## src/rtl/mem_port_arbiter.sv

```systemverilog
// -----------------------------------------------------------------------------
// mem_port_arbiter
//   Shares a single unified memory port between the instruction fetch stage
//   (IF) and the memory stage (MEM). One transaction is in flight at a time:
//   IDLE picks a requester, BUSY_I/BUSY_D hold the request on the bus until
//   mem_ack (or a wait-counter timeout), and RESP returns a one-cycle
//   completion pulse to the served port.
//
//   Data requests win ties because they belong to the older instruction.
//   A taken branch (flush_if) cancels a stale fetch: a fetch that has not
//   started is never issued, and a fetch already on the bus finishes there
//   but its completion pulse is withheld. Timeouts complete with bus_err and
//   a safe value (NOP for fetch, 0 for data).
//
// Ports
//   clk, rst_n                      clock, asynchronous active-low reset
//   if_req/if_addr/flush_if         fetch request side
//   if_rdata/if_valid/if_stall      fetch response side
//   dm_req/dm_we/dm_addr/dm_wdata/dm_be   data request side
//   dm_rdata/dm_valid/dm_stall      data response side
//   mem_req/mem_we/mem_addr/mem_wdata/mem_be   memory request (registered)
//   mem_rdata/mem_ack               memory response
//   bus_err                         one-cycle pulse on timeout completion
// -----------------------------------------------------------------------------
module mem_port_arbiter #(
    parameter int XLEN    = 32,
    parameter int TIMEOUT = 255
) (
    input  logic            clk,
    input  logic            rst_n,
    input  logic            if_req,
    input  logic [XLEN-1:0] if_addr,
    input  logic            flush_if,
    output logic [XLEN-1:0] if_rdata,
    output logic            if_valid,
    output logic            if_stall,
    input  logic            dm_req,
    input  logic            dm_we,
    input  logic [XLEN-1:0] dm_addr,
    input  logic [XLEN-1:0] dm_wdata,
    input  logic [3:0]      dm_be,
    output logic [XLEN-1:0] dm_rdata,
    output logic            dm_valid,
    output logic            dm_stall,
    output logic            mem_req,
    output logic            mem_we,
    output logic [XLEN-1:0] mem_addr,
    output logic [XLEN-1:0] mem_wdata,
    output logic [3:0]      mem_be,
    input  logic [XLEN-1:0] mem_rdata,
    input  logic            mem_ack,
    output logic            bus_err
);

    typedef enum logic [1:0] {
        IDLE   = 2'd0,
        BUSY_I = 2'd1,
        BUSY_D = 2'd2,
        RESP   = 2'd3
    } state_t;

    // The counter only has to reach TIMEOUT-1; keep at least one bit.
    localparam int            CW       = (TIMEOUT > 1) ? $clog2(TIMEOUT) : 1;
    localparam logic [CW-1:0] CNT_LAST = CW'(TIMEOUT - 1);
    localparam logic [XLEN-1:0] NOP_INSN = XLEN'(32'h0000_0013);

    state_t        stateR;
    state_t        nextStateS;
    logic [CW-1:0] waitCntR;
    logic          killedR;     // fetch in flight was cancelled by a branch
    logic          ifValidR;
    logic          timeoutS;
    logic          doneS;

    assign timeoutS = (waitCntR == CNT_LAST);
    assign doneS    = mem_ack | timeoutS;

    // A branch during the RESP cycle itself must still cancel the pulse,
    // so the registered pulse is gated by the live flush.
    assign if_valid = ifValidR & ~flush_if;
    assign if_stall = if_req & ~if_valid;
    assign dm_stall = dm_req & ~dm_valid;

    // State register.
    always_ff @(posedge clk or negedge rst_n) begin
        if (!rst_n) begin
            stateR <= IDLE;
        end else begin
            stateR <= nextStateS;
        end
    end

    // Next-state logic: data first, stale fetches are never issued.
    always_comb begin
        nextStateS = stateR;
        case (stateR)
            IDLE: begin
                if (dm_req) begin
                    nextStateS = BUSY_D;
                end else if (if_req && !flush_if) begin
                    nextStateS = BUSY_I;
                end else begin
                    nextStateS = IDLE;
                end
            end
            BUSY_I, BUSY_D: begin
                if (doneS) begin
                    nextStateS = RESP;
                end else begin
                    nextStateS = stateR;
                end
            end
            RESP:    nextStateS = IDLE;
            default: nextStateS = IDLE;
        endcase
    end

    // Registered bus drive, wait counter and response capture.
    always_ff @(posedge clk or negedge rst_n) begin
        if (!rst_n) begin
            mem_req   <= 1'b0;
            mem_we    <= 1'b0;
            mem_addr  <= '0;
            mem_wdata <= '0;
            mem_be    <= 4'h0;
            if_rdata  <= '0;
            dm_rdata  <= '0;
            ifValidR  <= 1'b0;
            dm_valid  <= 1'b0;
            bus_err   <= 1'b0;
            waitCntR  <= '0;
            killedR   <= 1'b0;
        end else begin
            ifValidR <= 1'b0;
            dm_valid <= 1'b0;
            bus_err  <= 1'b0;
            case (stateR)
                IDLE: begin
                    waitCntR <= '0;
                    killedR  <= 1'b0;
                    if (dm_req) begin
                        mem_req   <= 1'b1;
                        mem_we    <= dm_we;
                        mem_addr  <= dm_addr;
                        mem_wdata <= dm_wdata;
                        mem_be    <= dm_be;
                    end else if (if_req && !flush_if) begin
                        mem_req   <= 1'b1;
                        mem_we    <= 1'b0;
                        mem_addr  <= if_addr;
                        mem_wdata <= '0;
                        mem_be    <= 4'hF;
                    end else begin
                        mem_req <= 1'b0;
                    end
                end
                BUSY_I, BUSY_D: begin
                    if (stateR == BUSY_I && flush_if) begin
                        killedR <= 1'b1;
                    end else begin
                        killedR <= killedR;
                    end
                    if (doneS) begin
                        // An ack on the final counter value still counts as success.
                        mem_req  <= 1'b0;
                        waitCntR <= '0;
                        bus_err  <= ~mem_ack;
                        if (stateR == BUSY_I) begin
                            if_rdata <= mem_ack ? mem_rdata : NOP_INSN;
                            ifValidR <= ~(killedR | flush_if);
                        end else begin
                            dm_rdata <= (mem_ack && !mem_we) ? mem_rdata : '0;
                            dm_valid <= 1'b1;
                        end
                    end else begin
                        waitCntR <= waitCntR + CW'(1);
                    end
                end
                RESP: begin
                    mem_req  <= 1'b0;
                    waitCntR <= '0;
                end
                default: begin
                    mem_req  <= 1'b0;
                    waitCntR <= '0;
                end
            endcase
        end
    end

endmodule

```

## config.mk

```make
export PLATFORM = sky130hd
export DESIGN_NAME = mem_port_arbiter
export DESIGN_NICKNAME = d
export VERILOG_FILES = /design/src/rtl/mem_port_arbiter.sv
export SDC_FILE = /design/constraint.sdc
export NUM_CORES = 1
export LEC_CHECK = 0
export CAP_MARGIN = 0
export CORE_MARGIN = 2
export CORE_UTILIZATION = 45
export DETAILED_ROUTE_END_ITERATION = 8
export HOLD_SLACK_MARGIN = 0.05
export MAX_ROUTING_LAYER = met4
export PLACE_DENSITY_LB_ADDON = 0.25
export SLEW_MARGIN = 20
export SYNTH_ARGS = -nofsm -noshare
export SYNTH_HDL_FRONTEND = slang
export SYNTH_SLANG_ARGS = --single-unit
```

## constraint.sdc

```tcl
create_clock -name clk -period 2.68 [get_ports clk]
set_input_delay 0.67 -clock clk [delete_from_list [all_inputs] [get_ports clk]]
set_output_delay 0.67 -clock clk [all_outputs]
set_load 0.03 [all_outputs]
```

; ---- Word level (Yosys, flattened, before mapping)
; Cells that the tools add are included.
[totals]
word_cells = 75
reg_bits = 148
out_inout_bits = 139
input_bits = 139
[classes]
n_reduce_logical = 14
bitwise = 11
n_mux = 30
eq_ne = 6
n_addsub = 1
[ops]
columns = operator, count
row1 = $mux W32, 6
row2 = $pmux W8 S2, 1
row3 = $mux W1, 15
row4 = $add A8 B1 Y8 const B, 1
row5 = $eq A8 B8 Y1 const B, 1
row6 = $mux W4, 2
row7 = $mux W8, 1
row8 = $not A1 Y1, 6
row9 = $pmux W2 S3, 1
row10 = $reduce_and A3 Y1, 2
row11 = $eq A2 B2 Y1 const B, 2
row12 = $mux W2, 2
row13 = $ne A2 B2 Y1 const B, 2
row14 = $reduce_and A2 Y1, 2
row15 = $reduce_bool A2 Y1, 2
row16 = $reduce_or A2 Y1, 2
row17 = $and A1 B1 Y1, 3
row18 = $logic_and A1 B1 Y1, 3
row19 = $pmux W1 S3, 1
row20 = $eq A2 B1 Y1 const B, 1
row21 = $logic_not A1 Y1, 2
row22 = $logic_not A2 Y1, 1
row23 = $or A1 B1 Y1, 2
row24 = $pmux W1 S2, 1

; ---- Logic depth before layout (Yosys ltp)
[depth]
ltp_word = 5
ltp_mapped = 7

; ---- Least setup slack after synthesis
; OpenSTA, ideal clock, no wires.
[synth_timing]
path_kind = in2out
from = in dm_req
to = out dm_stall
required_ps = 2010
arrival_ps = 1534
path_stages = 3
setup_slack_ps = 476
path_buffers = 2
cell_sequence = buf_2 buf_2 nor2b_1
[synth_between]
elab_chain_cells = 1
[synth_rtl]
columns = item, line
row1 = start: declaration, 37  ; input logic dm_req,
row2 = $and A1 B1 Y1, 82  ; assign dm_stall = dm_req & ~dm_valid;
row3 = end: declaration, 44  ; output logic dm_stall,
; No other way between the ends.

; ---- Worst setup path in the final report
[layout_timing]
from = in flush_if
to = out if_stall
[layout_between]
elab_chain_cells = 4
[layout_rtl]
columns = item, line
row1 = start: declaration, 33  ; input logic flush_if,
row2 = $not A1 Y1, 80  ; assign if_valid = ifValidR & ~flush_if;
row3 = $and A1 B1 Y1, 80
row4 = $not A1 Y1, 81  ; assign if_stall = if_req & ~if_valid;
row5 = $and A1 B1 Y1, 81
row6 = end: declaration, 36  ; output logic if_stall,
; No other way between the ends.

==> metrics.txt <==
status=complete, no violations; Port Buffer Count=277; clk sink count=148; internal power=8.203 mW; Psw=5.186 mW; Syn Inst Count=485; reg-to-reg startpoint=waitCntR[0]; die area=0.01530 mm^2; Slew @ Worst Pin=524.5 ps; post-route cell area=0.01009 mm^2; hold buffer count at CTS=0; Post-Route WL=19020 um; area leader, netlist=dfrtp_1; CTS tree=yes; Async SR Flop Fraction=100.0%; max-cap violations=0; top-count cell post-synth=dfrtp_1; Post-synth top cells=dfrtp_1 (148), a22o_1 (94), a21o_1 (62); Final Non-Filler Cells=960; VDD IR max=0.7919 mV; DR iter-0 viols=390; Syn Area/Cell=13.29 um^2; crit path kind=in -> out; die height=123.7 um; min Tclk post-route=2296 ps; Initial Util=46.27%; gpl congestion=0.8255; Final Max Slew Viols=0; io pins=278; syn_nets=628; number of antenna diodes=0; crit share post-route=85.66%; Inserted Clock Buffers=17; Max Clock Freq=435.6 MHz; area added between synthesis and finish=56.55%; vias in the first global route=5597; Gate power share=51.5%; total track usage=26.20%; sequential power share=28.4%; placed instance area=0.009422 mm^2; worst clock skew=5.993 ps; Reg clk slew, reported paths=60 ps; DR DRC count=0; initial antenna violation count=0; Main synth FF type=dfrtp_1; H-tree depth=4; CP Max Fanout=4; leak pwr=4.316 nW; Switching Fraction=38.73%; Setup Buffers After CTS=0; mapped cell area=0.006447 mm^2; Core Region=0.01393 mm^2; Startpoint Class=input pin; total number of vias=5332; Horiz. Die Dim=123.7 um; Final Hold Fails=0; Yosys cell types=40; Tightest Hold Check Type=in -> async; Setup Viol. Count Final=0; post-cts resize count=0; GR Overflow Total=0; placed cells=928; Worst EP arrival=1630 ps; Data required, critical path=2010 ps; critical path's slowest cell=clkdlybuf4s50_1; pwr dens=1327 mW/mm^2; Worst path most repeated cell=nor2b_1; FP Rows=43; first-pass GRT wire length=29330 um; largest net degree at the start of global routing=56; Skew-Pair Late Insertion Delay=410 ps; Critical Path Source=flush_if; Design Power=13.39 mW; Util after Layout=72.43%; DP Wirelength=13650 um; Seq cells post-synth=148; Post-synth EDFFs=0; critical path, cell by cell=clkdlybuf4s50_1 > nor2b_1 > nor2b_1 > buf_4; Synth top area share=57.44%; Vias/cell=5.554; maximum clock insertion buffer count=2; wire per inst=19.82 um; CP max stage delay=490 ps; Slew HR=65.03%; Clock Tree Root=clkbuf_16; nets=910; share of cells above drive strength 1=15.51%; Clk pwr share=20.1%; setup TNS=0 ps; warning count from the yosys run=0; first-pass iteration count of the detailed router=4; RSZ-0062 raised after global routing=no; top cells by area, synth=dfrtp_1 (57%), a22o_1 (13%), mux2_2 (10%), a21o_1 (7.2%), buf_2 (1.5%); Worst Reg-to-Reg Cells=6; sequential cell area fraction in the yosys report=57.44%; Routed Antenna Nets=0; Critical Path End Type=primary output
==> stage by stage <==
step                hold WS (ps)  worst slack [ps]
floorplan                  374.4             476.1
global placement           453.8             237.2
detailed placement         457.7             173.5
CTS                        221.9             371.5
global route               220.9             342.9
finish                     192.7             384.3
==> sequential cells by signal, summed over array words and instances, names as in the netlist <==
signal and flops:
ifValidR 1, mem_wdata 32, dm_rdata 32, if_rdata 32, waitCntR 8, mem_we 1
mem_addr 32, killedR 1, mem_be 4, stateR 2, bus_err 1, mem_req 1
dm_valid 1
==> final timing paths <==
path,endpoint,slack [ps]
setup / recovery,if_stall,380
hold / removal,mem_addr[18],190
setup reg to reg,if_rdata[0],780
hold reg to reg,ifValidR,490
max in group asynchronous,dm_rdata[13],1810
min in group clk,ifValidR,490
==> area by class of cell <==
type	instances	area, um^2
inverters	8	30.03
flip-flops and latches	148	3704
fillers	940	3841
clock inverters	13	229.0
clock buffers	19	442.9
well taps	180	225.2
repair buffers	300	2964
multi-input cells	292	2499
==> worst max-delay path: cells and delay by family <==
| kind | cells | cell delay [ps] |
|---|---|---|
| buf+inv | 2 | 660 |
| simple gates | 2 | 300 |
==> metal layers <==
layer  up-vias  share of wire [%]  track usage [%]
met3        27                7.2            7.418
met5         -                  0                -
met2       223                 52            43.20
met4         0                2.4            10.01
met1      2685                 39            30.53
li1       2397                  -                -
==> power by group through the flow <==
stage          sequential [mW]  clock, mW  combinational, mW
5_1_grt                   3.91       2.85               7.32
3_3_place_gp              3.76          0               6.78
4_1_cts                   3.80       2.74               6.96
3_5_place_dp              3.81          0               6.91
2_1_floorplan             5.45          0               2.52
6_report                  3.80       2.69               6.89
==> cell usage in the layout, fill, tap and decap left out, types with 4 or more instances in the layout <==
| cell type | instances |
|---|---|
| a21o_1 | 62 |
| a31oi_1 | 4 |
| clkdlybuf4s50_1 | 273 |
| a21oi_1 | 10 |
| bufinv_16 | 6 |
| o22a_1 | 4 |
| buf_4 | 24 |
| inv_1 | 8 |
| nor2b_1 | 4 |
| ha_1 | 4 |
| clkbuf_16 | 17 |
| a22o_1 | 94 |
| dfrtp_1 | 148 |
| nor2_1 | 6 |
| nand3_1 | 4 |
| mux2_1 | 7 |
| nand2_1 | 5 |
| mux2_2 | 58 |
==> logic make-up after synthesis <==
logic type	after synthesis	share of synthesized area, %
fa+ha+maj	4	0.7763
compound gates	186	22.96
flops	148	57.44
simple gates	35	3.221
xor+xnor	2	0.2717
mux	65	11.35
buf+inv	45	3.978
No activity file was read; power rests on OpenSTA's default activity.
